File: config.mk
export PLATFORM = sky130hd
export DESIGN_NAME = pwm_frame_sequencer
export DESIGN_NICKNAME = d
export VERILOG_FILES = /design/src/rtl/pwm_frame_sequencer.sv
export SDC_FILE = /design/constraint.sdc
export NUM_CORES = 1
export LEC_CHECK = 0
export CAP_MARGIN = 20
export CORE_MARGIN = 5
export CORE_UTILIZATION = 60
export CTS_CLUSTER_DIAMETER = 30
export DETAILED_ROUTE_END_ITERATION = 12
export PLACE_DENSITY = 0.86
export SLEW_MARGIN = 15
export SYNTH_ARGS = -nofsm -noshare
export SYNTH_HDL_FRONTEND = slang
export SYNTH_SLANG_ARGS = --single-unit
File: constraint.sdc
create_clock -name clk -period 6.9 [get_ports clk]
set_input_delay 1.38 -clock clk [delete_from_list [all_inputs] [get_ports clk]]
set_output_delay 1.38 -clock clk [all_outputs]
set_load 0.03 [all_outputs]
File: src/rtl/pwm_frame_sequencer.sv
// -----------------------------------------------------------------------------
// pwm_frame_sequencer
//
// Produces a repeating PWM frame for the motor ESC outputs. One shared slot
// counter times each channel in turn: a pulse, a fixed low gap, then the next
// channel. After the last gap the block waits for the frame boundary. Widths
// are double-buffered: software writes a pending set, and the active set is
// refreshed only when a new frame starts.
//
// Ports:
//   clk          system clock, rising edge
//   reset        synchronous active-low reset
//   enable       run request, acted on from IDLE and at each frame boundary
//   width_in     packed widths, channel c at [c*N +: N]
//   width_load   captures width_in into the pending registers
//   pwm_out      registered PWM outputs, at most one high
//   active_ch    channel whose pulse/gap slot is in progress, else 0
//   frame_start  one-cycle pulse on frame offset 0
//   overrun      one-cycle pulse with frame_start when the previous frame
//                ended before its schedule finished
//   busy         high whenever the sequencer is not idle
// -----------------------------------------------------------------------------
module pwm_frame_sequencer #(
    parameter int N            = 16,
    parameter int CHANNELS     = 4,
    parameter int FRAME_CYCLES = 20000,
    parameter int GAP_CYCLES   = 100,
    localparam int CH_W        = (CHANNELS > 1) ? $clog2(CHANNELS) : 1
) (
    input  logic                  clk,
    input  logic                  reset,
    input  logic                  enable,
    input  logic [CHANNELS*N-1:0] width_in,
    input  logic                  width_load,
    output logic [CHANNELS-1:0]   pwm_out,
    output logic [CH_W-1:0]       active_ch,
    output logic                  frame_start,
    output logic                  overrun,
    output logic                  busy
);

    typedef enum logic [1:0] {IDLE, PULSE, GAP, WAIT} state_t;

    localparam logic [N-1:0]    FRAME_LAST = N'(FRAME_CYCLES - 1);
    localparam logic [N-1:0]    GAP_LAST   = N'(GAP_CYCLES - 1);
    localparam logic [CH_W-1:0] CH_LAST    = CH_W'(CHANNELS - 1);

    state_t          state_q, state_d;
    logic [N-1:0]    frame_cnt_q, frame_cnt_d;
    logic [N-1:0]    slot_cnt_q, slot_cnt_d;
    logic [CH_W-1:0] ch_q, ch_d;
    logic            ovr_pend_q, ovr_pend_d;
    logic            load_active;

    logic [N-1:0]    pending_q [CHANNELS];
    logic [N-1:0]    active_q  [CHANNELS];

    logic [CHANNELS-1:0] pwm_d;
    logic [CH_W-1:0]     active_ch_d;
    logic                frame_start_d, overrun_d, busy_d;

    logic [N-1:0] cur_w;
    logic [N:0]   slot_next;
    logic         pulse_done, gap_done, frame_end;

    assign cur_w      = active_q[ch_q];
    assign slot_next  = {1'b0, slot_cnt_q} + (N+1)'(1);
    // A zero-width slot still occupies one cycle, so "done" is reached on
    // the first cycle when cur_w is 0.
    assign pulse_done = slot_next >= {1'b0, cur_w};
    assign gap_done   = slot_cnt_q == GAP_LAST;
    assign frame_end  = (state_q != IDLE) && (frame_cnt_q == FRAME_LAST);

    // State and counter registers, width buffers and registered outputs.
    always_ff @(posedge clk) begin
        if (!reset) begin
            state_q     <= IDLE;
            frame_cnt_q <= '0;
            slot_cnt_q  <= '0;
            ch_q        <= '0;
            ovr_pend_q  <= 1'b0;
            // NOTE: the width arrays are reset explicitly so the first frame
            // after reset runs with defined zero widths instead of whatever
            // the flops powered up with.
            for (int c = 0; c < CHANNELS; c++) begin
                pending_q[c] <= '0;
                active_q[c]  <= '0;
            end
            pwm_out     <= '0;
            active_ch   <= '0;
            frame_start <= 1'b0;
            overrun     <= 1'b0;
            busy        <= 1'b0;
        end else begin
            // NOTE: non-blocking assignments here so every register samples
            // the pre-edge values; active_q <= pending_q relies on that to
            // take the old pending set when width_load lands on the same edge.
            state_q     <= state_d;
            frame_cnt_q <= frame_cnt_d;
            slot_cnt_q  <= slot_cnt_d;
            ch_q        <= ch_d;
            ovr_pend_q  <= ovr_pend_d;
            if (load_active) begin
                active_q <= pending_q;
            end
            if (width_load) begin
                for (int c = 0; c < CHANNELS; c++) begin
                    pending_q[c] <= width_in[c*N +: N];
                end
            end
            pwm_out     <= pwm_d;
            active_ch   <= active_ch_d;
            frame_start <= frame_start_d;
            overrun     <= overrun_d;
            busy        <= busy_d;
        end
    end

    // Next-state and counter logic.
    always_comb begin
        // NOTE: every signal gets a default first so no path leaves one
        // unassigned, which would otherwise infer a latch.
        state_d     = state_q;
        frame_cnt_d = frame_cnt_q + N'(1);
        slot_cnt_d  = slot_cnt_q + N'(1);
        ch_d        = ch_q;
        ovr_pend_d  = ovr_pend_q;
        load_active = 1'b0;

        unique case (state_q)
            IDLE: begin
                frame_cnt_d = '0;
                slot_cnt_d  = '0;
                if (enable) begin
                    state_d     = PULSE;
                    ch_d        = '0;
                    ovr_pend_d  = 1'b0;
                    load_active = 1'b1;
                end
            end
            PULSE: begin
                if (pulse_done) begin
                    state_d    = GAP;
                    slot_cnt_d = '0;
                end
            end
            GAP: begin
                if (gap_done) begin
                    slot_cnt_d = '0;
                    if (ch_q == CH_LAST) begin
                        state_d = WAIT;
                    end else begin
                        state_d = PULSE;
                        ch_d    = ch_q + CH_W'(1);
                    end
                end
            end
            WAIT: begin
                slot_cnt_d = '0;
            end
            default: begin
                state_d = IDLE;
            end
        endcase

        // The frame boundary overrides whatever slot is in progress; a
        // boundary hit before WAIT truncates the schedule.
        if (frame_end) begin
            frame_cnt_d = '0;
            slot_cnt_d  = '0;
            ch_d        = '0;
            if (enable) begin
                state_d     = PULSE;
                load_active = 1'b1;
                ovr_pend_d  = (state_q == PULSE) || (state_q == GAP);
            end else begin
                state_d = IDLE;
            end
        end
    end

    // Output decode, registered above.
    always_comb begin
        pwm_d = '0;
        if (state_q == PULSE && cur_w != '0) begin
            pwm_d[ch_q] = 1'b1;
        end
        active_ch_d   = (state_q == PULSE || state_q == GAP) ? ch_q : '0;
        busy_d        = state_q != IDLE;
        frame_start_d = busy_d && (frame_cnt_q == '0);
        overrun_d     = frame_start_d && ovr_pend_q;
    end

endmodule

Word-level counts from Yosys, hierarchy flattened
Cells that the tools add are included. Widths: inputs -> output; s select.

Register bits after elaboration: 174. Logic and storage cells: 86.

Add/sub/neg operators: 4. Order comparisons: 4. Equal/unequal tests: 12. Multiplexer cells: 27. Bitwise logic cells: 2. Reduce and logical (&&, ||, !) cells: 19.

Operator list (count): $mux 16 (4); $pmux 16 s3 (1); $add 16x1->16 const B (2); $bmux 16 s2 (1); $add 16x1->17 const B (1); $ge 17x16->1 (1); $eq 16x15->1 const B (1); $eq 16x7->1 const B (1); $logic_not 16->1 (1); $mux 2 (8); $reduce_bool 16->1 (1); $mux 1 (10); $ne 3x3->1 const B (3); $reduce_and 4->1 (2); $eq 2x2->1 const B (3); $ne 2x2->1 const B (3); $pmux 2 s3 (1); $logic_and 1x1->1 (5); $pmux 2 s2 (1); $reduce_and 2->1 (2); $reduce_bool 2->1 (2); $reduce_bool 4->1 (1); $reduce_or 2->1 (2); $ge 3x3->1 const B (1); 10 further kinds (10).

Longest topological paths before layout
Word-level depth: 8. Gate-level depth with buffers: 13. Depth with buffers taken out: 12.

Worst setup path before layout
OpenSTA, ideal clock, no wires.

Path kind: reg2reg. From: register slot_cnt_q[0]. To: register slot_cnt_q[6]. Library setup time: 73 ps. Arrival: 2795 ps. Path slack: 4032 ps. Stages on the path, launching flop included: 14. Path buffers: 1. Clock period less this slack: 2868 ps. Cell sequence: dfxtp_1 ha_1 nand4_1 nor3_2 nand4_1 xnor2_1 ha_1 a21o_1 a21o_1 a311oi_2 o2111ai_1 o21a_2 buf_6 nor3b_2.

Word-level cells in the longest chain between the ends: 4. Elaborated cells between the ends (all ways): 7. Classes of those cells: add/sub: 2; order compare: 1; eq/ne: 1; mux: 3.

RTL lines: start, declared (line 50) `logic [N-1:0] slot_cnt_q, slot_cnt_d;`; start signal, assigned (line 100) `slot_cnt_q <= slot_cnt_d;`; $add 16x1->17 (line 67) `assign slot_next = {1'b0, slot_cnt_q} + (N+1)'(1);`; $ge 17x16->1 (line 70) `assign pulse_done = slot_next >= {1'b0, cur_w};`; $mux 16 (line 142) `if (pulse_done) begin`; $pmux 16 s3 (*) (line 130) `unique case (state_q)`.

Every way passes the cells marked *; elsewhere a longest branch is shown, timed or not. A chain may end at the register's enable or synchronous reset.

Worst setup path after layout
From: register ch_q[1]. To: register slot_cnt_q[2].

Word-level cells in the longest chain between the ends: 7.

RTL lines: start, declared (line 51) `logic [CH_W-1:0] ch_q, ch_d;`; start signal, assigned (line 101) `ch_q <= ch_d;`; $not 2->3 (implied by the code) (line 66) `assign cur_w = active_q[ch_q];`; $bmux 16 s2 (line 66); $mux 16 (implied by the code) (2 in a row) (line 66); $ge 17x16->1 (line 70); $mux 16 (line 142); $pmux 16 s3 (line 130).

No other way between the ends. The select of a mux whose other input is x is not followed.

==> run summary <==
The starting density of the core is roughly three fifths. The clock-pin transition on the worst setup and hold timing paths came out at approximately 0.060 ns. The number of antenna violations at the first check in global routing is 0. For this run, the total global-route usage over all layers was measured as 23.6%.

The count of buffers from port buffering came out at 76. The summed instance area of the synthesized netlist is roughly 0.0078 mm^2. Dividing the detail-routed wire length by the instance count gives approximately 17 um.

The leakage dissipation is 3.47 nW. The final sum of negative setup slack came out at 0 ns. The count of endpoints failing setup in the final report is 0.

Once detailed placement completed, the half-perimeter wirelength came to around 12000 um. The startpoint of the most critical setup path is ch_q[1]. The worst setup path is launched from a flop. The first-pass GRT wire length is 28300 um. The via count of the first global-routing pass came out at about 5800.

The worst setup path is captured at a flop. Ranked by total cell area, the synthesized netlist is headed by dfxtp_1 45%, mux2i_1 8.3%, nand2_1 7.1%. The synthesis-to-finish area growth came out at 17.1%. The final core utilization is between 70% and 80%.

For this block, the via count after detailed routing is a little under 6000. The number of DRC markers in iteration 0 is around 470. Entering global routing, the biggest net connects ~140 pins.

For this design the top-level I/O count stands at 77. The final setup skew came out at 0.00961 ns. After synthesis the netlist holds a flip-flop and latch count of 174.

The worst hold path belongs to the class reg2reg. The cell sitting at the root of the clock tree is a clkbuf_16. The count of unresolved DRC violations after routing came out at 0.

The cell count after synthesis is 804. Setup repair after global routing left no endpoint under its margin. The total of max-cap violations came out at 0. The endpoint arrival time on the critical path came out at 3.82 ns.

The first-pass detailed-route iteration total is 5. The number of nets in the synthesized netlist is between 800 and 900. The area share of the largest cell type after synthesis came out at roughly 45%. The total clock buffers created by CTS is 17.

The required time reported for the critical path endpoint came out at 7.23 ns. The cell with the most instances after synthesis is dfxtp_1. Derived from the worst setup path, the maximum achievable clock frequency is between 200 and 300 MHz.

The final-report max-slew violation count is 0. The maximum fanout along the worst path came out at 19. The tree built by TritonCTS fans out to 174 sinks. The post-route clock period utilization came out at between 50% and 60%.

The share of synthesized registers carrying an async set or reset came out at 0%. The run finished with clean final reports. The fraction of final layout cells with drive strength greater than 1 came out at 7.58%. The startpoint of the worst hold path is pending_q[55]. The launch point of the worst reg-to-reg path is ch_q[1]. The number of antenna diodes in the final layout is 0. The maximum resistive drop on vdd is roughly 0.17 mV. The number of setup buffers added after CTS is 0. The number of gates resized after CTS was 0. In this run, post-CTS hold repair placed 0 buffers. By startpoint and endpoint, the worst setup path is classified as reg2reg. Synthesis instantiated 55 different standard cells from the library.

In the synthesized netlist the dominant register cell turns out to be dfxtp_1. The sequential share of the synthesized area is ~45%. The net count reported at finish is ~950. The x dimension of the die came out at 124 um. The average via count per standard cell came out at 5.71. The shortest clock period the worst path allows after layout came out at 3.49 ns. Sorting the synthesized cells by how often they occur yields 174 x dfxtp_1, 147 x nand2_1, 66 x nor2b_1.

At the pin with the least slew margin, the transition time is 1.08 ns. The largest total area in the synthesized netlist belongs to dfxtp_1. In this run the deepest clock path goes through 2 buffers.

The final hold violation count came out at 0. The weighted congestion at the end of routability-driven global placement is approximately 0.8. The area of the core came out at 0.0127 mm^2. Headroom to the max-slew limit came out at between 20% and 30%. The level count of the clock H-tree came out at 4. The power density over cell area is approximately 260 mW/mm^2.

The clock network latency to the later pin of the worst-skew pair came out at between 0.4 and 0.5 ns. Global routing finished with a remaining overflow of 0. The average cell area after synthesis is 9.72 um^2. The die outline area is between 0.015 and 0.02 mm^2. The worst setup timing slack at the placement stage came out at approximately 3.4 ns. The smallest setup slack after layout is roughly 3.4 ns.

The TritonCTS clock tree is yes. In this run the core area contains 41 standard-cell rows. The die outline height is ~120 um.

The count of flip-flops with a built-in enable after synthesis came out at 0. The synthesis warning total is 0. Once detail routing completed, the nets flagged for antenna violations numbered 0.

The number of fill cells came out at 915. Summed over all layers, the routed wires come to about 18000 um.
==> flip-flops by register name, summed over array words and instances (netlist names) <==
signal       count
frame_start      1
ch_q             2
active_q        64
overrun          1
busy             1
ovr_pend_q       1
state_q          2
pwm_out          4
frame_cnt_q     16
pending_q       64
active_ch        2
slot_cnt_q      16
==> power by group <==
group / switching [mW] / total, mW / leakage (nW) / internal, mW
Sequential: 0.0411 / 1.10 / 1.42 / 1.06
Combinational: 0.235 / 0.396 / 1.78 / 0.161
Clock: 0.397 / 0.905 / 0.272 / 0.508
==> placed cells by master (no fill, tap or decap), drive strengths merged, types with 4 or more instances in the layout <==
cell type	count
nor2b	66
a21oi	12
xnor2	14
and4	4
nand4	10
inv	31
a21boi	65
nor3b	15
clkinv	6
clkdlybuf4s50	74
nand3	18
mux2i	65
ha	27
mux4	16
and2	6
nor3	12
clkbuf	19
o21ai	9
xor2	11
buf	5
nand2	148
nor4	9
nor2	22
dfxtp	174
==> final timing paths <==
path | end | depth (start not counted) | slack [ns]
setup / recovery | slot_cnt_q[2] | 9 | 3.41
hold / removal | active_q[55] | 2 | 0.45
setup reg to reg | slot_cnt_q[2] | 9 | 3.41
hold reg to reg | active_q[55] | 2 | 0.45
==> per-stage QoR <==
| step | power, mW | cells | area [um^2] | hold WS (ns) |
|---|---|---|---|---|
| 5_1_grt | 2.50 | 1043 | 9150 | 0.473 |
| 2_1_floorplan | 1.40 | 804 | 7810 | 0.430 |
| 3_3_place_gp | 1.48 | 1011 | 8580 | 0.444 |
| 3_5_place_dp | 1.50 | 1011 | 8580 | 0.444 |
| 4_1_cts | 2.40 | 1042 | 9130 | 0.451 |
| 6_report | 2.40 | 1043 | 9150 | 0.448 |
==> kinds of logic (layout without fill, tap and decap cells) <==
| logic type | after synthesis | in the layout | share of synthesized area, % |
|---|---|---|---|
| compound gates | 101 | 101 | 9.30 |
| xor+xnor | 25 | 25 | 2.80 |
| fa+ha+maj | 27 | 27 | 4.32 |
| buf+inv | 71 | 138 | 4.29 |
| flops | 174 | 174 | 44.6 |
| mux | 82 | 82 | 13.3 |
| simple gates | 324 | 324 | 21.4 |
==> area by class of cell <==
| cell class | count | area (um^2) | area share [%] |
|---|---|---|---|
| tap | 172 | 215 | 2.35 |
| clock buffer | 19 | 443 | 4.84 |
| multi-input combinational | 559 | 4000 | 43.8 |
| sequential | 174 | 3480 | 38.1 |
| clock inverter | 12 | 111 | 1.22 |
| timing repair buffer | 79 | 788 | 8.61 |
| inverter | 28 | 105 | 1.15 |
==> per-layer routing <==
metal | share of wire, % | track usage [%]
met3 | 5.8 | 6.04
met4 | 2.4 | 8.90
met5 | 0 | 0
met2 | 51 | 40.6
met1 | 41 | 28.4
==> worst max-delay path, cell delays in order, from the launching register on <==
cell       delay (ns)
dfxtp_1          1.00
mux4_1           0.67
inv_1            0.09
ha_1             0.27
a21o_1           0.20
a21o_1           0.19
a311oi_2         0.27
o2111ai_1        0.15
o21a_2           0.28
nor3b_1          0.27
(Power assumes the default switching activity.)
